<file path="src/rtl/spi_reg_ctrl.sv">
// spi_reg_ctrl
// Register-access front end for the board's SPI slave shift core. Chip
// select and byte-done events from the SPI clock domain are brought onto
// clk. The first byte of a frame is a command: bit 7 selects write (1) or
// read (0), and bits 6:0 give the start address. Later bytes then write
// registers or read them back, with the address incrementing automatically.
// Address NREGS is a read-only status register; larger addresses are
// rejected for the rest of the frame.
//
// Ports
//   clk          system clock
//   rst          asynchronous active-high reset
//   ce0_n        raw SPI chip select (active low, asynchronous)
//   rx_toggle    inverts once per received byte (asynchronous)
//   rx_data      last received byte, stable between toggles
//   status_in    value returned when reading address NREGS
//   tx_data      byte the SPI core shifts out on the next transfer
//   regs_flat    register file, reg i at bits [8i+7:8i]
//   wr_strobe    one-cycle pulse per register write
//   wr_addr      address of the write flagged by wr_strobe
//   frame_active high while a synchronized frame is in progress
//   err_pulse    one-cycle pulse when the command address is invalid
//   frame_count  number of completed frames, wraps 255 -> 0
module spi_reg_ctrl #(
  parameter int         NREGS     = 4,
  parameter logic [7:0] ID_BYTE   = 8'hA5,
  parameter logic [7:0] RESET_VAL = 8'h00,
  parameter logic [7:0] ERR_BYTE  = 8'hFF
) (
  input  logic                 clk,
  input  logic                 rst,
  input  logic                 ce0_n,
  input  logic                 rx_toggle,
  input  logic [7:0]           rx_data,
  input  logic [7:0]           status_in,
  output logic [7:0]           tx_data,
  output logic [NREGS*8-1:0]   regs_flat,
  output logic                 wr_strobe,
  output logic [6:0]           wr_addr,
  output logic                 frame_active,
  output logic                 err_pulse,
  output logic [7:0]           frame_count
);

  localparam logic [6:0] STAT_ADDR = 7'(NREGS);

  typedef enum logic [2:0] {IDLE, CMD, WRITE, READ, DISCARD} state_t;

  state_t     state;
  logic [6:0] ptr;
  logic       got_byte;
  logic [7:0] regs [NREGS];
  logic [7:0] wr_data_p1;

  logic       cs_p0, cs_p1, cs_p2;
  logic       rt_p0, rt_p1, rt_p2;
  logic [2:0] sync_vld;
  logic       cs_start, cs_end, rx_evt;
  logic [6:0] cmd_addr;

  // Sync stages: p0/p1 resynchronize, p2 holds the previous value for edge
  // detection. sync_vld masks edges until p2 carries a real sample. Without
  // it, the reset value of the chip-select chain would look like a falling
  // edge whenever reset is released while ce0_n is already low.
  always_ff @(posedge clk or posedge rst) begin
    if (rst) begin
      cs_p0    <= 1'b1;
      cs_p1    <= 1'b1;
      cs_p2    <= 1'b1;
      rt_p0    <= 1'b0;
      rt_p1    <= 1'b0;
      rt_p2    <= 1'b0;
      sync_vld <= 3'b000;
    end else begin
      cs_p0    <= ce0_n;
      cs_p1    <= cs_p0;
      cs_p2    <= cs_p1;
      rt_p0    <= rx_toggle;
      rt_p1    <= rt_p0;
      rt_p2    <= rt_p1;
      sync_vld <= {sync_vld[1:0], 1'b1};
    end
  end

  assign cs_start = sync_vld[2] &  cs_p2 & ~cs_p1;
  assign cs_end   = sync_vld[2] & ~cs_p2 &  cs_p1;
  assign rx_evt   = sync_vld[2] & (rt_p1 ^ rt_p2);
  assign cmd_addr = rx_data[6:0];

  function automatic logic [6:0] next_ptr(input logic [6:0] a);
    return (a == STAT_ADDR) ? 7'd0 : a + 7'd1;
  endfunction

  function automatic logic [7:0] rd_value(input logic [6:0] a);
    logic [7:0] v;
    v = status_in;
    for (int i = 0; i < NREGS; i++)
      if (a == 7'(i)) v = regs[i];
    return v;
  endfunction

  // Control FSM: the byte is handled first. A coincident cs_end then
  // overrides the state, and cs_start (re)opens a frame.
  always_ff @(posedge clk or posedge rst) begin
    if (rst) begin
      state        <= IDLE;
      ptr          <= 7'd0;
      got_byte     <= 1'b0;
      tx_data      <= ID_BYTE;
      wr_strobe    <= 1'b0;
      wr_addr      <= 7'd0;
      err_pulse    <= 1'b0;
      frame_active <= 1'b0;
      frame_count  <= 8'd0;
    end else begin
      wr_strobe <= 1'b0;
      err_pulse <= 1'b0;
      case (state)
        IDLE: ;
        CMD: if (rx_evt) begin
          if (cmd_addr > STAT_ADDR) begin
            state     <= DISCARD;
            tx_data   <= ERR_BYTE;
            err_pulse <= 1'b1;
          end else if (rx_data[7]) begin
            state <= WRITE;
            ptr   <= cmd_addr;
          end else begin
            state   <= READ;
            tx_data <= rd_value(cmd_addr);
            ptr     <= next_ptr(cmd_addr);
          end
        end
        WRITE: if (rx_evt) begin
          if (ptr != STAT_ADDR) begin
            wr_strobe <= 1'b1;
            wr_addr   <= ptr;
          end
          ptr      <= next_ptr(ptr);
          got_byte <= 1'b1;
        end
        READ: if (rx_evt) begin
          tx_data  <= rd_value(ptr);
          ptr      <= next_ptr(ptr);
          got_byte <= 1'b1;
        end
        DISCARD: ;
        default: state <= IDLE;
      endcase

      if (cs_end && state != IDLE) begin
        state        <= IDLE;
        frame_active <= 1'b0;
        tx_data      <= ID_BYTE;
        got_byte     <= 1'b0;
        if (state != DISCARD &&
            (got_byte || (rx_evt && (state == WRITE || state == READ))))
          frame_count <= frame_count + 8'd1;
      end

      if (cs_start) begin
        state        <= CMD;
        tx_data      <= ID_BYTE;
        frame_active <= 1'b1;
        got_byte     <= 1'b0;
      end
    end
  end

  // Write data stage: the received byte is captured alongside wr_strobe and
  // lands in the register file one cycle later.
  always_ff @(posedge clk) begin
    if (rx_evt) wr_data_p1 <= rx_data;
  end

  always_ff @(posedge clk or posedge rst) begin
    if (rst) begin
      for (int i = 0; i < NREGS; i++) regs[i] <= RESET_VAL;
    end else if (wr_strobe) begin
      for (int i = 0; i < NREGS; i++)
        if (wr_addr == 7'(i)) regs[i] <= wr_data_p1;
    end
  end

  for (genvar g = 0; g < NREGS; g++) begin : g_flat
    assign regs_flat[8*g +: 8] = regs[g];
  end

endmodule
</file>
<file path="config.mk">
export PLATFORM = sky130hd
export DESIGN_NAME = spi_reg_ctrl
export DESIGN_NICKNAME = d
export VERILOG_FILES = /design/src/rtl/spi_reg_ctrl.sv
export SDC_FILE = /design/constraint.sdc
export NUM_CORES = 1
export LEC_CHECK = 0
export CAP_MARGIN = 20
export CORE_MARGIN = 10
export CORE_UTILIZATION = 40
export CTS_BUF_LIST = sky130_fd_sc_hd__clkbuf_8 sky130_fd_sc_hd__clkbuf_16
export CTS_CLUSTER_SIZE = 12
export DETAILED_ROUTE_END_ITERATION = 12
export GPL_ROUTABILITY_DRIVEN = 0
export PLACE_DENSITY = 0.62
export SLEW_MARGIN = 20
export SYNTH_ARGS = -nofsm -noshare
export SYNTH_HDL_FRONTEND = slang
export SYNTH_SLANG_ARGS = --single-unit
</file>
<file path="constraint.sdc">
create_clock -name clk -period 2.45 [get_ports clk]
set_input_delay 0.245 -clock clk [delete_from_list [all_inputs] [get_ports clk]]
set_output_delay 0.245 -clock clk [all_outputs]
set_load 0.005 [all_outputs]
</file>
==> results.sh <==
export IMPL_layout_nets=576
export IMPL_initial_core_util_pct=41.2
export IMPL_core_area_um2=11500
export IMPL_place_hpwl_mm=10.9
export IMPL_ys_warn_count=0
export IMPL_cts_buffers=9
export IMPL_global_route_wire_length_before_repair_mm=23.3
export IMPL_clock_path_buffers=2
export IMPL_layout_filler_cells=1067
export IMPL_top_layer="met4"
export IMPL_cp_max_fo=11
export IMPL_wirelength_met1_mm=5.96
export IMPL_die_area_um2=16600
export IMPL_hold_path_class="input pin to async pin"
export IMPL_post_route_clock_period_utilization_pct=95.1
export IMPL_syn_area_per_cell_um2=10.4
export IMPL_power_share_clock_pct=34.3
export IMPL_wirelength_mm=14.6
export IMPL_ys_seq_area_share_pct=46.4
export IMPL_register_area_um2=2200
export IMPL_numPortBuffers=77
export IMPL_netlist_instances=456
export IMPL_wl_met3_mm=1.26
export IMPL_num_vias=4194
export IMPL_yosys_cell_types_count=71
export IMPL_start_kind="flip-flop"
export IMPL_hold_viol_final=0
export IMPL_setup_total_negative_slack_ns=0
export IMPL_setup_viol=0
export IMPL_row_count=39
export IMPL_p_per_area_nw_per_um2=667
export IMPL_outcome="finished clean"
export IMPL_internal_power_mw=2.78
export IMPL_seqPwrFrac_pct=41.8
export IMPL_timing_reg2reg_setup_slack_ns=0.12
export IMPL_post_synth_edffs=8
export IMPL_finalCriticalPeriod_ns=2.33
export IMPL_die_h_um=129
export IMPL_timing_final_max_slew_violations=0
export IMPL_postSynthNetCount=485
export IMPL_detail_route_wl_per_cell_um=21.0
export IMPL_drc=0
export IMPL_power_switching_mw=1.29
export IMPL_ctsHtreeMaxLevel=3
export IMPL_fmaxAchievable_mhz=429
export IMPL_die_width_um=129
export IMPL_synth_main_ff_cell="dfrtp_1"
export IMPL_route_met2_wl_mm=6.97
export IMPL_synthToLayoutAreaGrowth_pct=28.7
export IMPL_slew_headroom_pct=51.9
export IMPL_finClkSkew_ns=0.00902
export IMPL_antenna_cells=0
export IMPL_clkSlewWorstSetupHoldPaths_ns=0.06
export IMPL_cap_viol_max_count=0
export IMPL_setup_repair_after_global_routing_missed_its_margin="false"
export IMPL_worst_ep_required_time_ns=2.71
export IMPL_viasPerCell=6.03
export IMPL_global_route_overflow_total=0
export IMPL_timing_critical_path_to_type="flip-flop"
export IMPL_clk_latency_ns=0.35
export IMPL_gr_usage_all_layers_pct=17.6
export IMPL_tritoncts_clock_tree="yes"
export IMPL_cts_hold_buffers=0
export IMPL_pwr_share_comb_pct=23.9
export IMPL_finish_utilization_pct=53.1
export IMPL_crit_type="flip-flop to flip-flop"
export IMPL_synth_async_reset_ratio_pct=90.7
export IMPL_clock_sink_count=86
export IMPL_syn_area_um2=4750
export IMPL_worst_tran_pin_value_ns=0.721
export IMPL_ys_seq_elements=86
export IMPL_detailedRoute_firstPassIterationCount=5
export IMPL_post_cts_buffers=0
export IMPL_area_of_the_multi_input_gates_um2=2320
export IMPL_placed_area_um2=5800
export IMPL_largest_net_degree_at_the_start_of_global_routing=79
export IMPL_lkg_pwr_nw=2.59
export IMPL_vias_in_the_first_global_route=4233
export IMPL_drive_gt1_share_pct=18.3
export IMPL_antenna_found_initial=0
export IMPL_antenna_left=0
export IMPL_cts_repair_resize_count=0
export IMPL_post_route_cell_area_um2=6110
export IMPL_worst_ep_arrival_time_ns=2.59
export IMPL_clockRootBuffer="clkbuf_16"
export IMPL_p_sw_share_pct=31.8
export IMPL_max_vdd_ir_drop_mv=0.323
export IMPL_design_portCount=78
export IMPL_drt_initial_drc_count=346
-- routing by layer --
layer	global-route usage [%]	vias up
met3	4.44	35
met1	22.0	2061
met2	28.4	212
met5	0	-
met4	7.36	0
li1	-	1886
-- layout by cell type (no fill, tap or decap), types with 4 or more instances in the layout --
cell / synthesis / final
nor4_1: 4 / 4
nor3b_1: 4 / 4
a22o_1: 10 / 10
o32ai_1: 4 / 4
dfrtp_1: 71 / 71
and3_1: 7 / 7
ha_1: 9 / 9
mux2_2: 28 / 28
a31oi_1: 7 / 7
nand3_1: 13 / 13
clkdlybuf4s50_1: 0 / 77
a41oi_1: 6 / 6
nand3b_1: 7 / 7
o211ai_1: 7 / 7
a211oi_1: 8 / 8
mux2_1: 7 / 7
nand2_1: 25 / 25
a21oi_1: 21 / 21
dfstp_2: 7 / 7
nor3_1: 10 / 10
inv_1: 25 / 24
edfxtp_1: 8 / 8
o221ai_1: 5 / 5
nand4_1: 6 / 6
buf_4: 0 / 28
o31ai_1: 4 / 4
clkbuf_16: 0 / 9
nand2b_1: 7 / 7
xnor2_1: 9 / 9
nor2_1: 24 / 24
nor2b_1: 6 / 6
o22ai_1: 4 / 4
o21ai_0: 17 / 17
-- worst max-delay path, stage by stage (launching register included) --
cell and delay [ns]:
dfrtp_1 0.45, inv_1 0.11, ha_1 0.21, buf_4 0.21, nor3b_1 0.62, nand3_1 0.14, a31oi_1 0.23, a211oi_1 0.08
a211oi_1 0.18
-- final timing paths --
path / startpoint / endpoint / depth (start not counted)
max: ptr[0] / tx_data[7] / 8
min: rst / regs_flat[16] / 3
max reg2reg: ptr[0] / tx_data[7] / 8
min reg2reg: sync_vld[1] / sync_vld[2] / 0
max in group asynchronous: rst / cs_p0 / 3
min in group clk: ce0_n / cs_p0 / 1
-- state kept, by name (all words and copies together), names as in the netlist, 3 cells and up --
name,flops
regs_flat,32
frame_count,8
tx_data,8
wr_data_p1,8
ptr,7
wr_addr,7
state,3
sync_vld,3
-- area by class of cell --
| type | count | share of cell area [%] |
|---|---|---|
| Sequential cell | 86 | 36.0 |
| Clock inverter | 7 | 1.31 |
| Tap cell | 143 | 2.93 |
| Timing Repair Buffer | 106 | 16.4 |
| Multi-Input combinational cell | 318 | 38.1 |
| Clock buffer | 9 | 3.69 |
| Inverter | 26 | 1.62 |
-- synth_stat cells (10+ instances only) --
master,number,share of area (%)
nand2_1,25,2.0
o21ai_0,17,1.8
a21oi_1,21,2.2
clkbuf_1,14,1.1
dfrtp_1,71,37
buf_2,10,1.1
mux2_2,28,6.6
nand3_1,13,1.4
nor3_1,10,1.1
nor2_1,24,1.9
a22o_1,10,1.8
inv_1,25,2.0
-- power by group through the flow --
stage	clock, mW	combinational (mW)	sequential (mW)
6_report	1.40	0.972	1.70
5_1_grt	1.48	1.05	1.72
4_1_cts	1.43	0.963	1.70
3_5_place_dp	0	0.954	1.72
3_3_place_gp	0	0.936	1.72
2_1_floorplan	0	0.601	1.66
-- stage by stage --
| step | total power, mW | setup WS (ns) | cells | hold WS [ns] |
|---|---|---|---|---|
| finish | 4.07 | 0.121 | 695 | 0.306 |
| global placement | 2.66 | 0.103 | 679 | 0.335 |
| detailed placement | 2.68 | 0.0585 | 679 | 0.336 |
| floorplan | 2.26 | 0.222 | 456 | 0.249 |
| CTS | 4.09 | 0.209 | 695 | 0.302 |
| global route | 4.25 | 0.0882 | 695 | 0.328 |
-- logic make-up (layout without fill, tap and decap cells) --
logic type	count (synthesis)	in the layout	synth area share, %
AOI/OAI and AO/OA	122	122	19.0
muxes	36	36	8.51
DFF	86	86	46.4
and+or+nand+nor	137	137	16.5
other	1	1	0.0790
xor gates and xnor gates	13	13	2.56
adders and majority gates	9	9	2.37
buffers and inverters	52	148	4.69
(Power assumes the default switching activity.)
